--- src/rtl/bram_burst_packer.sv ---
// -----------------------------------------------------------------------------
// bram_burst_packer
//
// Multi-channel packer. It sits between the pipe-in endpoint streams (okClk
// domain) and the wide write ports of the data/weight/bias BRAMs. Each channel
// collects ELEM_W-bit elements from 32-bit pipe words into a line of BURST_LEN
// elements. Element 0 sits at the LSBs of the line. A full line, or a partial
// line released by flush (zero-padded), is written to that channel's BRAM. The
// write address increments by itself and wraps after cfg_limit.
//
// Ports
//   clk           pipe-side clock (okClk)
//   rst           asynchronous, active-low reset
//   soft_clr      synchronous clear of all channels; overrides wr_en and flush
//   wr_en         [NUM_CH] per-channel pipe write strobe
//   din           [NUM_CH*32] pipe words, channel c at [32c+31:32c]
//   flush         pulse: emit every non-empty partial line, zero-padded
//   cfg_limit     [NUM_CH*ADDR_W] last valid address per channel
//   ram_we        [NUM_CH] one-cycle BRAM write strobe
//   ram_addr      [NUM_CH*ADDR_W] BRAM write address, valid while ram_we=1
//   ram_data      [NUM_CH*ELEM_W*BURST_LEN] line data, element 0 at LSBs
//   elem_cnt      [NUM_CH*8] elements held in the current partial line
//   wrap_flag     [NUM_CH] sticky: the address wrapped past cfg_limit
//   lines_written [NUM_CH*16] lines written since clear, saturating at 0xFFFF
//
// PACK_MODE=0 takes din[ELEM_W-1:0] from each word. PACK_MODE=1 takes two
// elements per word: [ELEM_W-1:0] first, then [16+ELEM_W-1:16]. BURST_LEN
// must be even in PACK_MODE=1, so that a line always fills exactly.
// -----------------------------------------------------------------------------
module bram_burst_packer #(
  parameter int NUM_CH    = 3,
  parameter int ELEM_W    = 16,
  parameter int BURST_LEN = 8,
  parameter int ADDR_W    = 13,
  parameter int PACK_MODE = 0
) (
  input  logic                              clk,
  input  logic                              rst,
  input  logic                              soft_clr,
  input  logic [NUM_CH-1:0]                 wr_en,
  input  logic [NUM_CH*32-1:0]              din,
  input  logic                              flush,
  input  logic [NUM_CH*ADDR_W-1:0]          cfg_limit,
  output logic [NUM_CH-1:0]                 ram_we,
  output logic [NUM_CH*ADDR_W-1:0]          ram_addr,
  output logic [NUM_CH*ELEM_W*BURST_LEN-1:0] ram_data,
  output logic [NUM_CH*8-1:0]               elem_cnt,
  output logic [NUM_CH-1:0]                 wrap_flag,
  output logic [NUM_CH*16-1:0]              lines_written
);

  localparam int LINE_W = ELEM_W * BURST_LEN;
  localparam int CNT_W  = $clog2(BURST_LEN + 1);

  // All per-channel state lives in one record. The accumulator (acc) is kept
  // separate from the holding register (line), so that elements arriving while
  // ram_we is high start the next line and never disturb the data being
  // written.
  typedef struct packed {
    logic [LINE_W-1:0] acc;    // partial line being collected
    logic [CNT_W-1:0]  cnt;    // elements in acc, 0..BURST_LEN-1
    logic [LINE_W-1:0] line;   // line presented on ram_data
    logic [ADDR_W-1:0] addr;   // address presented on ram_addr
    logic              we;     // write strobe
    logic              wrap;   // sticky wrap status
    logic [15:0]       lines;  // saturating line counter
  } ch_state_t;

  ch_state_t st_q [NUM_CH];
  ch_state_t st_d [NUM_CH];

  // Bits of din that the selected packing mode never looks at.
  logic unused_din;
  assign unused_din = ^din;

  // ---------------------------------------------------------------------------
  // Next-state logic
  // ---------------------------------------------------------------------------
  always_comb begin : next_state
    logic [LINE_W-1:0] acc;
    int                cnt;
    // NOTE: every variable assigned here gets a value before any branch, so
    // no path can leave one unassigned and infer a latch.
    acc = '0;
    cnt = 0;
    for (int c = 0; c < NUM_CH; c++) begin
      st_d[c]    = st_q[c];
      st_d[c].we = 1'b0;   // the strobe is a single-cycle pulse

      if (soft_clr) begin
        st_d[c] = '0;
      end else begin
        acc = st_q[c].acc;
        cnt = int'(st_q[c].cnt);

        // Append the elements in arrival order, at the current fill position.
        if (wr_en[c]) begin
          acc[cnt*ELEM_W +: ELEM_W] = din[c*32 +: ELEM_W];
          cnt = cnt + 1;
          if (PACK_MODE != 0) begin
            acc[cnt*ELEM_W +: ELEM_W] = din[c*32+16 +: ELEM_W];
            cnt = cnt + 1;
          end
        end

        // Emit when the line is full, or on flush when anything is held. The
        // accumulator was cleared when the previous line left, so the slots
        // above cnt are already zero and a flushed line comes out zero-padded.
        if ((cnt == BURST_LEN) || (flush && (cnt != 0))) begin
          st_d[c].line = acc;
          st_d[c].we   = 1'b1;
          if (st_q[c].lines != 16'hFFFF) begin
            st_d[c].lines = st_q[c].lines + 16'd1;
          end
          acc = '0;
          cnt = 0;
        end

        // The address moves on in the cycle after a write. If a new line is
        // emitted in this same cycle, it picks up the advanced address, so
        // back-to-back writes still get consecutive addresses.
        if (st_q[c].we) begin
          if (st_q[c].addr == cfg_limit[c*ADDR_W +: ADDR_W]) begin
            st_d[c].addr = '0;
            st_d[c].wrap = 1'b1;
          end else begin
            st_d[c].addr = st_q[c].addr + ADDR_W'(1);
          end
        end

        st_d[c].acc = acc;
        st_d[c].cnt = CNT_W'(cnt);
      end
    end
  end

  // ---------------------------------------------------------------------------
  // State register
  // ---------------------------------------------------------------------------
  // NOTE: the line registers are ordinary flops and not RAM, so they are reset
  // along with the rest of the state, and no stale data can appear on ram_data.
  always_ff @(posedge clk or negedge rst) begin
    if (!rst) begin
      for (int c = 0; c < NUM_CH; c++) begin
        st_q[c] <= '0;
      end
    end else begin
      // NOTE: sequential state uses non-blocking assignment only, so every
      // flop samples the value from before the clock edge.
      st_q <= st_d;
    end
  end

  // ---------------------------------------------------------------------------
  // Output packing
  // ---------------------------------------------------------------------------
  for (genvar g = 0; g < NUM_CH; g++) begin : g_out
    assign ram_we[g]                      = st_q[g].we;
    assign ram_addr[g*ADDR_W +: ADDR_W]   = st_q[g].addr;
    assign ram_data[g*LINE_W +: LINE_W]   = st_q[g].line;
    assign elem_cnt[g*8 +: 8]             = 8'(st_q[g].cnt);
    assign wrap_flag[g]                   = st_q[g].wrap;
    assign lines_written[g*16 +: 16]      = st_q[g].lines;
  end

endmodule
--- config.mk ---
export PLATFORM = sky130hd
export DESIGN_NAME = bram_burst_packer
export DESIGN_NICKNAME = d
export VERILOG_FILES = /design/src/rtl/bram_burst_packer.sv
export SDC_FILE = /design/constraint.sdc
export NUM_CORES = 2
export LEC_CHECK = 0
export ABC_AREA = 1
export CAP_MARGIN = 30
export CORE_MARGIN = 3
export CORE_UTILIZATION = 55
export DETAILED_ROUTE_END_ITERATION = 10
export PLACE_DENSITY = 0.81
export SETUP_SLACK_MARGIN = 0.15
export SLEW_MARGIN = 20
export SYNTH_ARGS = -nofsm -noshare
export SYNTH_HDL_FRONTEND = slang
export SYNTH_SLANG_ARGS = --single-unit
--- constraint.sdc ---
create_clock -name clk -period 3.15 [get_ports clk]
set_input_delay 0.315 -clock clk [delete_from_list [all_inputs] [get_ports clk]]
set_output_delay 0.315 -clock clk [all_outputs]
set_load 0.02 [all_outputs]
==> run_results.csv <==
group,metric,value,unit
critical_path,rr_worst_depth,10,
logic_synthesis,ys_seq_area_frac,0.5003,
critical_path,crit_arrival,3330,ps
critical_path,worstSetupPathType,"flip-flop to flip-flop",
worst_hold_path,hold_depth,4,
logic_synthesis,synth_top_area_cell,"dfrtp_1",
pwr,leakagePower,25.19,nW
die,die_width,287.8,um
global_routing,track_usage,0.3100,
sta,setup_tns,0,ps
clock_network,clk_pin_slew,60,ps
sta,drv_slew,0,
logic_synthesis,synth-edff-count,0,
logic_synthesis,synth_ff_type,"dfrtp_1",
sta,fmax,363.4,MHz
critical_path,crit_path_start_kind,"flip-flop",
route,drc,0,
die,design.core.area,78100,um2
clock_network,cts.sinks,873,
logic_synthesis,ys_seq_elements,873,
sta,finalClockSkew,19.72,ps
global_routing,grt_pass1_wl,200800,um
layout,fin_util,0.6410,
sta,hold_slack,242.5,ps
logic_synthesis,syn_area_per_cell,7.963,um2
clock_network,cts-root-buf,"clkbuf_16",
logic_synthesis,syn_inst,5483,
route,post_drt_via_cell_ratio,5.485,
logic_synthesis,async_flop_share,1.000,
sta,finalCriticalPeriod,2752,ps
route,via_count,36406,
critical_path,r2r_start,"elem_cnt[8]$_DFF_PN0_",
pwr,power_density,488.3,nW/um2
die,boundaryPins,643,
logic_synthesis,synthesis.area,43660,um2
outcome,status,"completed",
layout,nFillCells,6514,
global_routing,grt_max_degree,147,
global_routing,antenna_found_initial,3,
layout,drive_above_1_share,0.05719,
worst_hold_path,hold_path_startpoint,"soft_clr",
clock_network,cts_made_buffers,90,
sta,setup_viol,0,
clock_network,cts_tree,"done",
critical_path,r2r-end,"st_q[490]$_DFF_PN0_",
logic_synthesis,yosysTopAreaCellShare,0.5003,
route,drtAntennaViolNets,0,
layout,nets,5682,
pwr,peakVddDrop,447.4,uV
sta,rsz0062_at_grt,"no",
place,portBuffers,582,
pwr,p_total,24.45,mW
critical_path,end_kind,"flip-flop",
logic_synthesis,yosysUniqueCellTypes,43,
place,hpwl,92110,um
route,drt_pass1_iterations,6,
sta,relSlewSlack,0.3581,
clock_network,clk_latency,650,ps
die,start_util,0.5590,
critical_path,cp_data_required_time,3730,ps
place,gp_congestion,0.9852,
route,wl,130100,um
worst_hold_path,worstHoldPathType,"primary input to flip-flop",
critical_path,r2r_setup_slack,400,ps
run,cap_violations,0,
die,dieHeight,287.8,um
logic_synthesis,synth_area_leaders,"dfrtp_1 (50%), nand2_1 (19%), buf_4 (9.3%)",
logic_synthesis,ys_warn_count,0,
clock_network,clockBufferDepth,3,
sta,min_period_over_period,0.8736,
route,wl_per_cell,19.60,um
die,die_area,82800,um2
logic_synthesis,synth_most_common_cell,"nand2_1",
clock_network,post-cts-setup-buffer-count,0,
worst_hold_path,worstHoldEndpoint,"lines_written[25]$_DFFE_PN0P_",
route,drt_iter0_markers,3899,
layout,syn2layout_area_growth,14.67,%
die,fp-row-count,102,
global_routing,grt_pass1_vias,34869,
global_routing,globalRouteOverflowTotal,0,
logic_synthesis,ys_top_cells_by_count,"nand2_1 (2,183), dfrtp_1 (873), buf_4 (541)",
critical_path,crit_fanout,16,
clock_network,cts_max_level,3,
sta,hold_violations,0,
sta,tightest_slew,962.9,ps
-- critical path, cell delays in order (launching register included) --
cell and delay [ps]:
dfrtp_1 360, buf_4 180, nor2_1 80, nand2_1 100, inv_1 60, ha_1 330
nand2_1 100, nor2_4 330, nand3_2 180, o21ai_0 770, and2_1 220
-- metrics by stage --
stage               worst slack (ps)  area [um2]  std cells
floorplan                      680.2       43700       5494
global placement               15.07       47000       6472
detailed placement            -98.95       47000       6472
CTS                            352.8       50060       6635
global route                   190.0       50070       6637
finish                         398.2       50070       6637
-- kinds of logic after synthesis --
kind of cell / Yosys count / share of synthesized area
AOI/OAI and AO/OA: 492 / 0.05895
xor gates and xnor gates: 62 / 0.01244
other: 1 / 0.00008589
and+or+nand+nor: 3072 / 0.2898
DFF: 873 / 0.5003
buffers and inverters: 968 / 0.1341
adders and majority gates: 15 / 0.004298
-- repair_timing --
action / in CTS / in global routing
hold buffers: 1 / 0
endpoints found under the hold margin: 43 / 0
setup endpoints to repair: 1 / 2
gates resized for setup: 1 / 2
pin swaps: 0 / 0
-- flip-flops by register name, summed over array words and instances, names as in the netlist --
signal	flops
st_q	384
elem_cnt	12
wrap_flag	3
ram_addr	39
ram_we	3
ram_data	384
lines_written	48
-- layout by cell type (no fill, tap or decap), drive strengths merged, types with 8 or more instances in the layout --
| master | n |
|---|---|
| and2 | 64 |
| ha | 15 |
| xor2 | 48 |
| nand4 | 90 |
| a21oi | 286 |
| conb | 12 |
| clkinv | 22 |
| nor2 | 300 |
| dfrtp | 873 |
| inv | 204 |
| buf | 119 |
| nand3b | 12 |
| nor3 | 58 |
| bufinv | 8 |
| o21ai | 170 |
| nand3 | 348 |
| clkdlybuf4s50 | 580 |
| nand2 | 2194 |
| o21bai | 34 |
| clkbuf | 133 |
| xnor2 | 14 |
-- worst max-delay path by stage --
stage,startpoint,end,slack [ps],cells past startpoint
floorplan,elem_cnt[8]$_DFF_PN0_,st_q[552]$_DFF_PN0_,680,15
global placement,wr_en[0],lines_written[1]$_DFFE_PN0P_,20,11
detailed placement,wr_en[0],lines_written[2]$_DFFE_PN0P_,-100,11
CTS,elem_cnt[0]$_DFF_PN0_,lines_written[8]$_DFFE_PN0P_,350,11
global route,elem_cnt[0]$_DFF_PN0_,lines_written[15]$_DFFE_PN0P_,190,11
finish,elem_cnt[8]$_DFF_PN0_,st_q[490]$_DFF_PN0_,400,10
-- cell type report --
type	count	area (um2)	share of cell area
inverter	207	784.5	0.01567
sequential	873	21850	0.4363
clock inverter	29	452.9	0.009047
multi-input combinational	3653	16050	0.3207
antenna	2	5.005	0.00009997
timing repair buffer	700	7027	0.1404
tap	1040	1301	0.02599
clock buffer	133	2595	0.05183
-- metal layers --
layer / global-route usage / up-vias / share of wire
li1: - / 16890 / -
met4: 0.1516 / 2 / 0.054
met1: 0.4067 / 17480 / 0.39
met3: 0.06667 / 340 / 0.087
met2: 0.4905 / 1694 / 0.47
met5: 0 / - / 0.00010
-- power by group --
group          internal, mW  switching (mW)
Clock                  6.40            4.60
Combinational         0.532            1.59
Sequential             11.3          0.0513
Total                  18.2            6.24
Note: power is estimated with default switching activity, not from simulation.
